==> config.mk <==
export PLATFORM = sky130hd
export DESIGN_NAME = pwm_ramp_ctrl
export DESIGN_NICKNAME = d
export VERILOG_FILES = /design/src/rtl/pwm_ramp_ctrl.sv
export SDC_FILE = /design/constraint.sdc
export NUM_CORES = 1
export LEC_CHECK = 0
export ABC_CLOCK_PERIOD_IN_PS = 4400
export BUFFER_PORTS_ARGS = -buffer_cell sky130_fd_sc_hd__clkbuf_2
export CAP_MARGIN = 10
export CORE_ASPECT_RATIO = 0.75
export CORE_MARGIN = 5
export CORE_UTILIZATION = 40
export DETAILED_ROUTE_END_ITERATION = 7
export PLACE_DENSITY_LB_ADDON = 0.08
export SKIP_CTS_REPAIR_TIMING = 1
export SKIP_LAST_GASP = 1
export SLEW_MARGIN = 20
export SYNTH_ARGS = -nofsm -noshare
export SYNTH_HDL_FRONTEND = slang
export SYNTH_SLANG_ARGS = --single-unit
==> constraint.sdc <==
create_clock -name clk -period 4.4 [get_ports clk]
set_input_delay 0.88 -clock clk [delete_from_list [all_inputs] [get_ports clk]]
set_output_delay 0.88 -clock clk [all_outputs]
set_load 0.02 [all_outputs]
==> src/rtl/pwm_ramp_ctrl.sv <==
// pwm_ramp_ctrl: PWM configuration registers with a duty-cycle ramp engine.
// Owns the four enable bytes and the duty cycle. SPI register writes and an
// internal ramp engine share the duty cycle; a direct duty write always wins.
// Optional completion pulse: define PWM_RAMP_DONE_EN to build ramp_done,
// otherwise ramp_done is tied low.
module pwm_ramp_ctrl #(
    parameter int unsigned PRESCALE_SHIFT = 8
) (
    input  logic       clk,
    input  logic       rst,
    input  logic       wr_valid,
    input  logic [2:0] wr_addr,
    input  logic [7:0] wr_data,
    output logic [7:0] en_reg_out_7_0,
    output logic [7:0] en_reg_out_15_8,
    output logic [7:0] en_reg_pwm_7_0,
    output logic [7:0] en_reg_pwm_15_8,
    output logic [7:0] pwm_duty_cycle,
    output logic       ramp_busy,
    output logic       ramp_done
);

    localparam int unsigned CntW = 8 + PRESCALE_SHIFT;

    typedef enum logic [1:0] {StIdle, StRampUp, StRampDown} state_e;

    state_e          state_q;
    logic [7:0]      en_out_lo_q, en_out_hi_q, en_pwm_lo_q, en_pwm_hi_q;
    logic [7:0]      duty_q, target_q, step_q, div_q;
    logic [CntW-1:0] cnt_q;

    logic [CntW:0]   term_wide;
    logic [CntW-1:0] term_cnt;
    logic [7:0]      step_eff, stepped;
    logic [8:0]      sum, diff;
    logic            tick, wr_duty, wr_target;

    // Tick detection and the clamped next duty value for the current direction.
    always_comb begin
        term_wide = ((CntW + 1)'(div_q) + (CntW + 1)'(1)) << PRESCALE_SHIFT;
        term_cnt  = CntW'(term_wide - (CntW + 1)'(1));
        tick      = (state_q != StIdle) && (cnt_q == term_cnt);
        step_eff  = (step_q == 8'd0) ? 8'd1 : step_q;
        sum       = {1'b0, duty_q} + {1'b0, step_eff};
        diff      = {1'b0, duty_q} - {1'b0, step_eff};
        // diff[8] flags a borrow, i.e. the step would wrap below 0x00
        if (state_q == StRampDown) begin
            stepped = (diff[8] || (diff[7:0] <= target_q)) ? target_q : diff[7:0];
        end else begin
            stepped = (sum > {1'b0, target_q}) ? target_q : sum[7:0];
        end
        wr_duty   = wr_valid && (wr_addr == 3'd4);
        wr_target = wr_valid && (wr_addr == 3'd5);
    end

    // Register file, tick counter and ramp FSM.
    always_ff @(posedge clk or posedge rst) begin
        if (rst) begin
            state_q     <= StIdle;
            en_out_lo_q <= 8'h00;
            en_out_hi_q <= 8'h00;
            en_pwm_lo_q <= 8'h00;
            en_pwm_hi_q <= 8'h00;
            duty_q      <= 8'h00;
            target_q    <= 8'h00;
            step_q      <= 8'h01;
            div_q       <= 8'h00;
            cnt_q       <= '0;
        end else begin
            if (wr_valid) begin
                case (wr_addr)
                    3'd0:    en_out_lo_q <= wr_data;
                    3'd1:    en_out_hi_q <= wr_data;
                    3'd2:    en_pwm_lo_q <= wr_data;
                    3'd3:    en_pwm_hi_q <= wr_data;
                    3'd5:    target_q    <= wr_data;
                    3'd6:    step_q      <= wr_data;
                    3'd7:    div_q       <= wr_data;
                    default: ;
                endcase
            end
            // Direct duty write overrides any tick update in the same cycle
            if (wr_duty) begin
                duty_q  <= wr_data;
                state_q <= StIdle;
                cnt_q   <= '0;
            end else if (wr_target) begin
                cnt_q <= '0;
                if (wr_data > duty_q) begin
                    state_q <= StRampUp;
                end else if (wr_data < duty_q) begin
                    state_q <= StRampDown;
                end else begin
                    state_q <= StIdle;
                end
            end else if (state_q != StIdle) begin
                if (tick) begin
                    duty_q <= stepped;
                    cnt_q  <= '0;
                    if (stepped == target_q) begin
                        state_q <= StIdle;
                    end
                end else begin
                    // Free-running wrap lets a shrunk ramp_div take effect naturally
                    cnt_q <= cnt_q + CntW'(1);
                end
            end
        end
    end

`ifdef PWM_RAMP_DONE_EN
    logic complete;
    logic ramp_done_q;

    // Completion: equal-target write, or a tick that lands exactly on target.
    always_comb begin
        complete = 1'b0;
        if (wr_target) begin
            complete = (wr_data == duty_q);
        end else begin
            complete = tick && !wr_duty && (stepped == target_q);
        end
    end

    // One-cycle pulse aligned with the final duty update.
    always_ff @(posedge clk or posedge rst) begin
        if (rst) begin
            ramp_done_q <= 1'b0;
        end else begin
            ramp_done_q <= complete;
        end
    end

    assign ramp_done = ramp_done_q;
`else
    assign ramp_done = 1'b0;
`endif

    assign en_reg_out_7_0  = en_out_lo_q;
    assign en_reg_out_15_8 = en_out_hi_q;
    assign en_reg_pwm_7_0  = en_pwm_lo_q;
    assign en_reg_pwm_15_8 = en_pwm_hi_q;
    assign pwm_duty_cycle  = duty_q;
    assign ramp_busy       = (state_q != StIdle);

endmodule

==> results.sh, run 1 <==
export IMPL_antenna_found_initial=0
export IMPL_cts_buffers=9
export IMPL_setup_tns_ns=-0.0632
export IMPL_synth_top_area_share=0.355
export IMPL_grt_ovfl_total=0
export IMPL_rsz0062_at_grt="true"
export IMPL_fin_nets=731
export IMPL_ys_seq_area_frac=0.360
export IMPL_yosys_warnings=0
export IMPL_crit_type="register to register"
export IMPL_finish_utilization=0.501
export IMPL_cts_buffer_depth=2
export IMPL_die_x_um=148
export IMPL_crit_path_cell_trace="nor4_2 > a41o_1 > ha_2 > fa_2 > nand2b_1 > a211o_1 > a211oi_4 > ha_4 > a211oi_2 > o211ai_1 > o211ai_1 > and4b_1 > a2111oi_1 > a2111oi_1 > nand4_1 > o31ai_4 > o22ai_1"
export IMPL_grt_util_all_layers=0.196
export IMPL_cts_sinks=82
export IMPL_whs_ns=0.502
export IMPL_post_dp_cell_area_um2=6380
export IMPL_grt_max_degree=61
export IMPL_gp_congestion=0.949
export IMPL_fillCellCount=1304
export IMPL_vdd_drop_max_mv=0.291
export IMPL_ant_nets=0
export IMPL_cp_max_fo=3
export IMPL_critPathBufInv=0
export IMPL_grt_pass1_vias=4678
export IMPL_core_area_um2=13800
export IMPL_finalClockSkew_ns=0.00860
export IMPL_synth_area_um2=5700
export IMPL_vias=4827
export IMPL_route_detailed_drc=0
export IMPL_maxSlewViolCount=0
export IMPL_root_buffer="clkbuf_16"
export IMPL_register_area_um2=2050
export IMPL_ys_top_cells_by_area="dfrtp_1 36%, mux2_2 10%, ha_1 9.7%"
export IMPL_finalInstanceArea_um2=6930
export IMPL_h_tree_depth=3
export IMPL_viasPerCell=5.67
export IMPL_status="finished with violations"
export IMPL_critPathLaunchType="register"
export IMPL_initial_utilization=0.412
export IMPL_syn_to_final_growth_pct=21.5
export IMPL_port_buffers=54
export IMPL_clkLatencyLatePin_ns=0.33
export IMPL_placedCellCount=828
export IMPL_slowest_delay_ns=0.39
export IMPL_drive_gt1_frac=0.333
export IMPL_hold_viol_final=0
export IMPL_setup_viol=2
export IMPL_synth_largest_area_cell="dfrtp_1"
export IMPL_worst_ep_arrival_time_ns=4.64
export IMPL_die_area_um2=16800
export IMPL_yosysMostFrequentCell="dfrtp_1"
export IMPL_synth_common_cells="81 x dfrtp_1, 53 x mux2_2, 44 x ha_1, 40 x o21ai_0, 36 x inv_1"
export IMPL_timing_final_ws_setup_ns=-0.0420
export IMPL_fin_cells=851
export IMPL_diodes=0
export IMPL_multi_input_area_um2=3490
export IMPL_wirelength_mm=16.2
export IMPL_period_needed_ns=4.44
export IMPL_min_path_type="register to register"
export IMPL_cp_end_kind="register"
export IMPL_routedWlPerCell_um=19.1
export IMPL_pre_cts_slack_ns=-0.422
export IMPL_rows=37
export IMPL_drv_cap=0
export IMPL_fmax_mhz=225
export IMPL_syn_avg_cell_area_um2=9.92
export IMPL_cp_required_ns=4.59
export IMPL_die_h_um=113
export IMPL_syn_instance_count=575
export IMPL_drtIter0Drc=316
export IMPL_power_mw=5.51
export IMPL_synth_distinct_cells=74
export IMPL_drt_first_pass_iters=5
export IMPL_syn_nets=635
export IMPL_ys_ff_latch=82
export IMPL_synth_main_ff_cell="dfrtp_1"
export IMPL_crit_slowest_cell="dfrtp_1"
export IMPL_path_clk_slew_ns=0.07
export IMPL_p_leak_nw=3.13
export IMPL_p_per_area_nw_per_um2=796
export IMPL_violations="negative setup slack"
export IMPL_max_slew_margin_rel=0.383
export IMPL_dp_hpwl_mm=12.4
export IMPL_min_period_over_period=1.01
export IMPL_cts_tree="yes"
export IMPL_async_flop_share=1.00
export IMPL_critPathTopFamily="compound AO/OA/AOI/OAI gates"
export IMPL_ios=56
export IMPL_worst_pin_slew_ns=0.923
export IMPL_grt_pass1_wl_mm=26.2
export IMPL_synth_edf_count=0
==> sequential cells by signal (all words and copies together) (netlist names) <==
name	count
cnt_q	16
div_q	8
en_reg_out_15_8	8
en_reg_out_7_0	8
en_reg_pwm_15_8	8
en_reg_pwm_7_0	8
pwm_duty_cycle	8
step_q	8
target_q	8
state_q	2
==> power breakdown <==
group	switching (mW)	total [mW]	leakage [nW]	internal [mW]
logic	1.98	3.59	1.96	1.61
registers	0.177	1.10	1.01	0.922
clock network	0.322	0.829	0.160	0.507
==> layout make-up <==
cell class,count,area share
multi-input cells,431,0.503
inverters,36,0.0199
repair buffers,111,0.102
flip-flops and latches,82,0.296
well taps,175,0.0316
clock buffers,10,0.0330
clock inverters,6,0.0141
==> worst min-delay path: stages, from the launching register on <==
cell and delay [ns]:
dfrtp_1 0.36, nand2_1 0.05, o21ai_0 0.06
==> routing by layer <==
layer | share of wire | global-route usage | up-vias
met1 | 0.51 | 0.307 | 2361
met5 | 0 | 0 | -
met2 | 0.43 | 0.288 | 140
met3 | 0.047 | 0.0342 | 13
li1 | - | - | 2313
met4 | 0.0089 | 0.0289 | 0
==> kinds of logic after synthesis <==
group / synth area share
simple gates: 0.161
other cells: 0.000658
fa+ha+maj: 0.104
buf+inv: 0.0584
xor+xnor: 0.0395
compound gates: 0.171
mux: 0.106
flops: 0.360
==> path summary, 6_finish.rpt <==
path / start / end / slack (ns) / cells after the start
worst min-delay path: en_reg_pwm_15_8[0]$_DFFE_PP0P_ / en_reg_pwm_15_8[0]$_DFFE_PP0P_ / 0.50 / 2
worst min register to register: en_reg_pwm_15_8[0]$_DFFE_PP0P_ / en_reg_pwm_15_8[0]$_DFFE_PP0P_ / 0.50 / 2
max in group asynchronous: rst / cnt_q[6]$_DFFE_PP0P_ / 2.89 / 3
worst max register to register: step_q[6]$_DFFE_PP0P_ / state_q[1]$_DFFE_PP0P_ / -0.04 / 17
worst max-delay path: step_q[6]$_DFFE_PP0P_ / state_q[1]$_DFFE_PP0P_ / -0.04 / 17
min in group asynchronous: rst / en_reg_out_7_0[7]$_DFFE_PP0P_ / 0.66 / 2
==> cells in the final DEF (no fill, tap or decap), types with 5 or more instances in the layout <==
master,count
dfrtp_1,81
a21o_1,7
a21oi_1,21
nor3_1,11
buf_4,55
o22ai_1,6
nand4_1,13
o211ai_1,7
nand3_1,8
nor2_1,28
nand2b_1,9
mux2_2,53
clkbuf_2,54
o31ai_1,7
nand2_1,34
clkbuf_16,9
xor2_1,9
ha_1,41
a211oi_1,7
xnor2_1,14
o21ai_0,38
nor2b_1,7
and3_1,9
nor3b_1,5
inv_1,34
No activity file was read; power rests on OpenSTA's default activity.
==> run 2, diff against run 1 <==
--- a/config.mk
+++ b/config.mk
@@ -5,7 +5,7 @@
 export SDC_FILE = /design/constraint.sdc
 export NUM_CORES = 1
 export LEC_CHECK = 0
-export ABC_CLOCK_PERIOD_IN_PS = 4400
+export ABC_CLOCK_PERIOD_IN_PS = 4800
 export BUFFER_PORTS_ARGS = -buffer_cell sky130_fd_sc_hd__clkbuf_2
 export CAP_MARGIN = 10
 export CORE_ASPECT_RATIO = 0.75
@@ -15,7 +15,7 @@
 export PLACE_DENSITY_LB_ADDON = 0.08
 export SKIP_CTS_REPAIR_TIMING = 1
 export SKIP_LAST_GASP = 1
-export SLEW_MARGIN = 20
+export SLEW_MARGIN = 10
 export SYNTH_ARGS = -nofsm -noshare
 export SYNTH_HDL_FRONTEND = slang
 export SYNTH_SLANG_ARGS = --single-unit
==> constraint.sdc (replaced) <==
create_clock -name clk -period 4.8 [get_ports clk]
set_input_delay 0.96 -clock clk [delete_from_list [all_inputs] [get_ports clk]]
set_output_delay 0.96 -clock clk [all_outputs]
set_load 0.02 [all_outputs]
==> run 2 against run 1 <==
The run now ends clean; clock power fell by 15%; combinational power fell by 18%; maximum frequency fell by 3.4%.
==> results.sh, run 2 (synthesis results as in run 1) <==
export IMPL_status="complete, no violations"
export IMPL_die_h_um=113
export IMPL_max_slew_margin_rel=0.259
export IMPL_die_x_um=148
export IMPL_die_area_um2=16800
export IMPL_min_period_over_period=0.958
export IMPL_cts_tree="yes"
export IMPL_grt_ovfl_total=0
export IMPL_setup_viol=0
export IMPL_p_leak_nw=2.94
export IMPL_port_buffers=54
export IMPL_worst_ep_arrival_time_ns=4.78
export IMPL_gp_congestion=0.908
export IMPL_drt_first_pass_iters=6
export IMPL_rrSetupSlack_ns=0.20
export IMPL_viasPerCell=5.76
export IMPL_period_needed_ns=4.60
export IMPL_ant_nets=0
export IMPL_critPathLaunchType="register"
export IMPL_mostFrequentLayoutCells="81 x dfrtp_1, 54 x clkbuf_2, 53 x mux2_2, 44 x ha_1, 39 x o21ai_0"
export IMPL_cts_buffers=9
export IMPL_hold_viol_final=0
export IMPL_initial_utilization=0.412
export IMPL_h_tree_depth=3
export IMPL_wirelength_mm=16.2
export IMPL_fmax_mhz=217
export IMPL_core_area_um2=13800
export IMPL_crit_type="register to register"
export IMPL_antenna_found_initial=0
export IMPL_syn_to_final_growth_pct=15.6
export IMPL_ios=56
export IMPL_worst_path_most_repeated_cell="nand4_1"
export IMPL_grt_pass1_wl_mm=25.6
export IMPL_dp_hpwl_mm=12.0
export IMPL_cp_end_kind="register"
export IMPL_path_clk_slew_ns=0.07
export IMPL_crit_slowest_cell="dfrtp_1"
export IMPL_p_per_area_nw_per_um2=711
export IMPL_min_path_type="register to register"
export IMPL_cp_max_fo=4
export IMPL_grt_pass1_vias=4511
export IMPL_largest_reg_flops=16
export IMPL_crit_path_cell_trace="nor4_2 > a41o_1 > ha_1 > inv_1 > fa_2 > a211oi_4 > or4b_4 > nand4_1 > ha_1 > nand4_1 > o21a_1 > o211ai_1 > a21oi_2 > a221o_1 > a2111oi_4 > nand4_1 > o31ai_2 > o21ai_0"
export IMPL_maxSlewViolCount=0
export IMPL_root_buffer="clkbuf_16"
export IMPL_fillCellCount=1321
export IMPL_grt_max_degree=60
export IMPL_cp_required_ns=4.98
export IMPL_route_detailed_drc=0
export IMPL_vdd_drop_max_mv=0.293
export IMPL_clkLatencyLatePin_ns=0.34
export IMPL_register_area_um2=2050
export IMPL_drtIter0Drc=416
export IMPL_cts_buffer_depth=2
export IMPL_slowest_delay_ns=0.41
export IMPL_rows=37
export IMPL_drv_cap=0
export IMPL_finalClockSkew_ns=0.0141
export IMPL_diodes=0
export IMPL_final_common_cell="dfrtp_1"
export IMPL_drive_gt1_frac=0.285
export IMPL_cts_sinks=82
export IMPL_vias=4698
export IMPL_fin_nets=696
export IMPL_whs_ns=0.501
export IMPL_routedWlPerCell_um=19.8
export IMPL_worst_pin_slew_ns=1.10
export IMPL_grt_util_all_layers=0.193
export IMPL_power_mw=4.69
export IMPL_largest_register="cnt_q"
export IMPL_multi_input_area_um2=3450
[run 2: final cells by class]
| type | instances | area share |
|---|---|---|
| Sequential cell | 82 | 0.311 |
| Inverter | 36 | 0.0207 |
| Clock inverter | 6 | 0.0110 |
| Multi-Input combinational cell | 431 | 0.523 |
| Clock buffer | 10 | 0.0347 |
| Timing Repair Buffer | 76 | 0.0660 |
| Tap cell | 175 | 0.0332 |
[run 2: worst paths after layout]
kind | to | cells after the start | startpoint
worst max-delay path | state_q[0]$_DFFE_PP0P_ | 18 | step_q[4]$_DFFE_PP0P_
worst min-delay path | cnt_q[5]$_DFFE_PP0P_ | 1 | cnt_q[5]$_DFFE_PP0P_
worst max register to register | state_q[0]$_DFFE_PP0P_ | 18 | step_q[4]$_DFFE_PP0P_
worst min register to register | cnt_q[5]$_DFFE_PP0P_ | 1 | cnt_q[5]$_DFFE_PP0P_
max in group asynchronous | cnt_q[6]$_DFFE_PP0P_ | 3 | rst
min in group asynchronous | en_reg_out_7_0[7]$_DFFE_PP0P_ | 2 | rst
[run 2: power breakdown]
part           internal (mW)  total (mW)  switching, mW
Clock                  0.410       0.704          0.294
Combinational           1.24        2.96           1.72
Sequential             0.845        1.03          0.185
[run 2: stage by stage]
step / instance area, um2 / instances / util / setup slack [ns] / TNS, ns
floorplan: 5700 / 575 / - / 0.557 / 0
global placement: 6120 / 794 / 0.442 / 0.188 / 0
detailed placement: 6120 / 794 / 0.442 / -0.0302 / -0.0597
CTS: 6420 / 810 / 0.464 / -0.0937 / -0.183
global route: 6590 / 816 / 0.476 / -0.0770 / -0.146
finish: 6590 / 816 / 0.476 / 0.202 / 0
[run 2: worst max-delay path: cells and delay by family, from the launching register on]
family,cells,cell delay (ns)
compound gates,9,2.17
fa+ha+maj,3,0.89
buf+inv,1,0.06
flops,1,0.41
simple gates,5,0.91
[run 2: per-layer routing]
metal	GRT usage	routed length, um	up-vias
met1	0.295	7970	2285
met5	0	0	-
met4	0.0351	153	0
li1	-	-	2233
met2	0.284	6970	161
met3	0.0425	1090	19
==> run 3, diff against run 2 <==
--- a/config.mk
+++ b/config.mk
@@ -12,6 +12,7 @@
 export CORE_MARGIN = 5
 export CORE_UTILIZATION = 40
 export DETAILED_ROUTE_END_ITERATION = 7
+export MAX_ROUTING_LAYER = met4
 export PLACE_DENSITY_LB_ADDON = 0.08
 export SKIP_CTS_REPAIR_TIMING = 1
 export SKIP_LAST_GASP = 1
==> run 3 against run 2 <==
Sequential share of layout area is 0.16 points lower; critical path type unchanged; combinational power about the same; hold slack is essentially flat; global-route usage rose by 1.0 points; largest power group unchanged; final cell count rose by 0.74%.
==> results.sh, run 3 (synthesis results as in run 1) <==
export IMPL_status="complete, no violations"
export IMPL_endpoint="state_q[1]$_DFFE_PP0P_"
export IMPL_crit_slowest_cell="dfrtp_2"
export IMPL_grt_util_all_layers=0.203
export IMPL_viasPerCell=5.75
export IMPL_root_buffer="clkbuf_16"
export IMPL_cts_buffer_depth=2
export IMPL_finalClockSkew_ns=0.0115
export IMPL_mostFrequentLayoutCells="80 x dfrtp_1, 54 x clkbuf_2, 53 x mux2_2, 43 x ha_1, 39 x o21ai_0"
export IMPL_min_path_cells=1
export IMPL_syn_to_final_growth_pct=16.3
export IMPL_cp_startpoint="step_q[6]$_DFFE_PP0P_"
export IMPL_antenna_found_initial=0
export IMPL_r2r_end="state_q[1]$_DFFE_PP0P_"
export IMPL_pre_cts_slack_ns=-0.0859
export IMPL_period_needed_ns=4.57
export IMPL_rr_startpoint="step_q[6]$_DFFE_PP0P_"
export IMPL_register_area_um2=2050
export IMPL_critPathTopFamily="compound AO/OA/AOI/OAI gates"
export IMPL_drive_gt1_frac=0.297
export IMPL_cp_max_fo=5
export IMPL_cp_end_kind="register"
export IMPL_ant_nets=0
export IMPL_dp_hpwl_mm=12.2
export IMPL_drt_first_pass_iters=5
export IMPL_largest_reg_flops=16
export IMPL_grt_ovfl_total=0
export IMPL_crit_type="register to register"
export IMPL_fin_nets=702
export IMPL_cp_required_ns=5.00
export IMPL_critPathBufInv=2
export IMPL_vias=4730
export IMPL_vdd_drop_max_mv=0.297
export IMPL_p_per_area_nw_per_um2=707
export IMPL_grt_max_degree=59
export IMPL_route_detailed_drc=0
export IMPL_final_common_cell="dfrtp_1"
export IMPL_gp_congestion=0.933
export IMPL_die_area_um2=16800
export IMPL_cts_sinks=82
export IMPL_drtIter0Drc=397
export IMPL_largest_register="cnt_q"
export IMPL_cts_buffers=9
export IMPL_slowest_delay_ns=0.43
export IMPL_fillCellCount=1314
export IMPL_h_tree_depth=3
export IMPL_port_buffers=54
export IMPL_grt_pass1_wl_mm=26.0
export IMPL_fmax_mhz=219
export IMPL_core_area_um2=13800
export IMPL_initial_utilization=0.412
export IMPL_crit_path_cell_trace="nor4_4 > a41o_1 > ha_2 > nor2b_1 > o21ai_0 > o211ai_1 > a21oi_1 > xnor2_1 > inv_1 > ha_1 > nor2_1 > a21oi_1 > o211ai_1 > buf_4 > and3_2 > a221o_1 > a2111oi_4 > nand4_1 > o31ai_2 > o22ai_1"
export IMPL_critPathLaunchType="register"
export IMPL_drv_cap=0
export IMPL_rrSetupSlack_ns=0.23
export IMPL_diodes=0
export IMPL_min_path_type="register to register"
export IMPL_worst_pin_slew_ns=1.13
export IMPL_worst_ep_arrival_time_ns=4.77
export IMPL_multi_input_area_um2=3440
export IMPL_r2r_cells=20
export IMPL_cts_tree="yes"
export IMPL_timing_final_ws_setup_ns=0.227
export IMPL_clkLatencyLatePin_ns=0.34
export IMPL_maxSlewViolCount=0
export IMPL_hold_viol_final=0
export IMPL_die_h_um=113
export IMPL_whs_ns=0.501
export IMPL_path_depth=20
export IMPL_max_slew_margin_rel=0.241
export IMPL_die_x_um=148
export IMPL_rows=37
export IMPL_routedWlPerCell_um=19.6
export IMPL_min_period_over_period=0.953
export IMPL_setup_viol=0
export IMPL_p_leak_nw=2.98
export IMPL_grt_pass1_vias=4561
export IMPL_wirelength_mm=16.2
export IMPL_path_clk_slew_ns=0.07
export IMPL_ios=56
run 3: final cells by class:
| class | instances | area share |
|---|---|---|
| clock inverter | 6 | 0.00811 |
| inverter | 36 | 0.0206 |
| tap | 175 | 0.0330 |
| multi-input combinational | 431 | 0.518 |
| clock buffer | 10 | 0.0360 |
| timing repair buffer | 82 | 0.0743 |
| sequential | 82 | 0.310 |
run 3: how the worst min path moves through the flow:
stage                                             start                            end  slack [ns]
after floorplan                    cnt_q[5]$_DFFE_PP0P_           cnt_q[5]$_DFFE_PP0P_        0.46
after global placement             cnt_q[5]$_DFFE_PP0P_           cnt_q[5]$_DFFE_PP0P_        0.48
after detailed placement           cnt_q[5]$_DFFE_PP0P_           cnt_q[5]$_DFFE_PP0P_        0.49
after CTS                          cnt_q[5]$_DFFE_PP0P_           cnt_q[5]$_DFFE_PP0P_        0.50
after global routing      en_reg_out_7_0[1]$_DFFE_PP0P_  en_reg_out_7_0[1]$_DFFE_PP0P_        0.52
final                              cnt_q[5]$_DFFE_PP0P_           cnt_q[5]$_DFFE_PP0P_        0.50
run 3: where the power goes:
part	leakage [nW]	switching, mW	internal [mW]	total (mW)
sequential	1.01	0.189	0.845	1.03
combinational	1.83	1.71	1.26	2.97
clock	0.142	0.307	0.375	0.682
run 3: stage by stage:
stage	utilization	instances	area, um2	power [mW]	setup TNS (ns)
after floorplan	-	575	5700	2.78	0
after global placement	0.443	796	6140	3.75	0
after detailed placement	0.443	796	6140	3.75	-0.156
after CTS	0.465	812	6430	4.45	-0.256
after global routing	0.479	822	6630	5.04	-0.127
final	0.479	822	6630	4.69	0
run 3: routing by layer:
layer / up-vias / part of all wire / track usage
li1: 2238 / - / -
met1: 2340 / 0.51 / 0.307
met2: 136 / 0.42 / 0.283
met3: 16 / 0.056 / 0.0453
met4: 0 / 0.0092 / 0.0338
met5: - / 0 / -
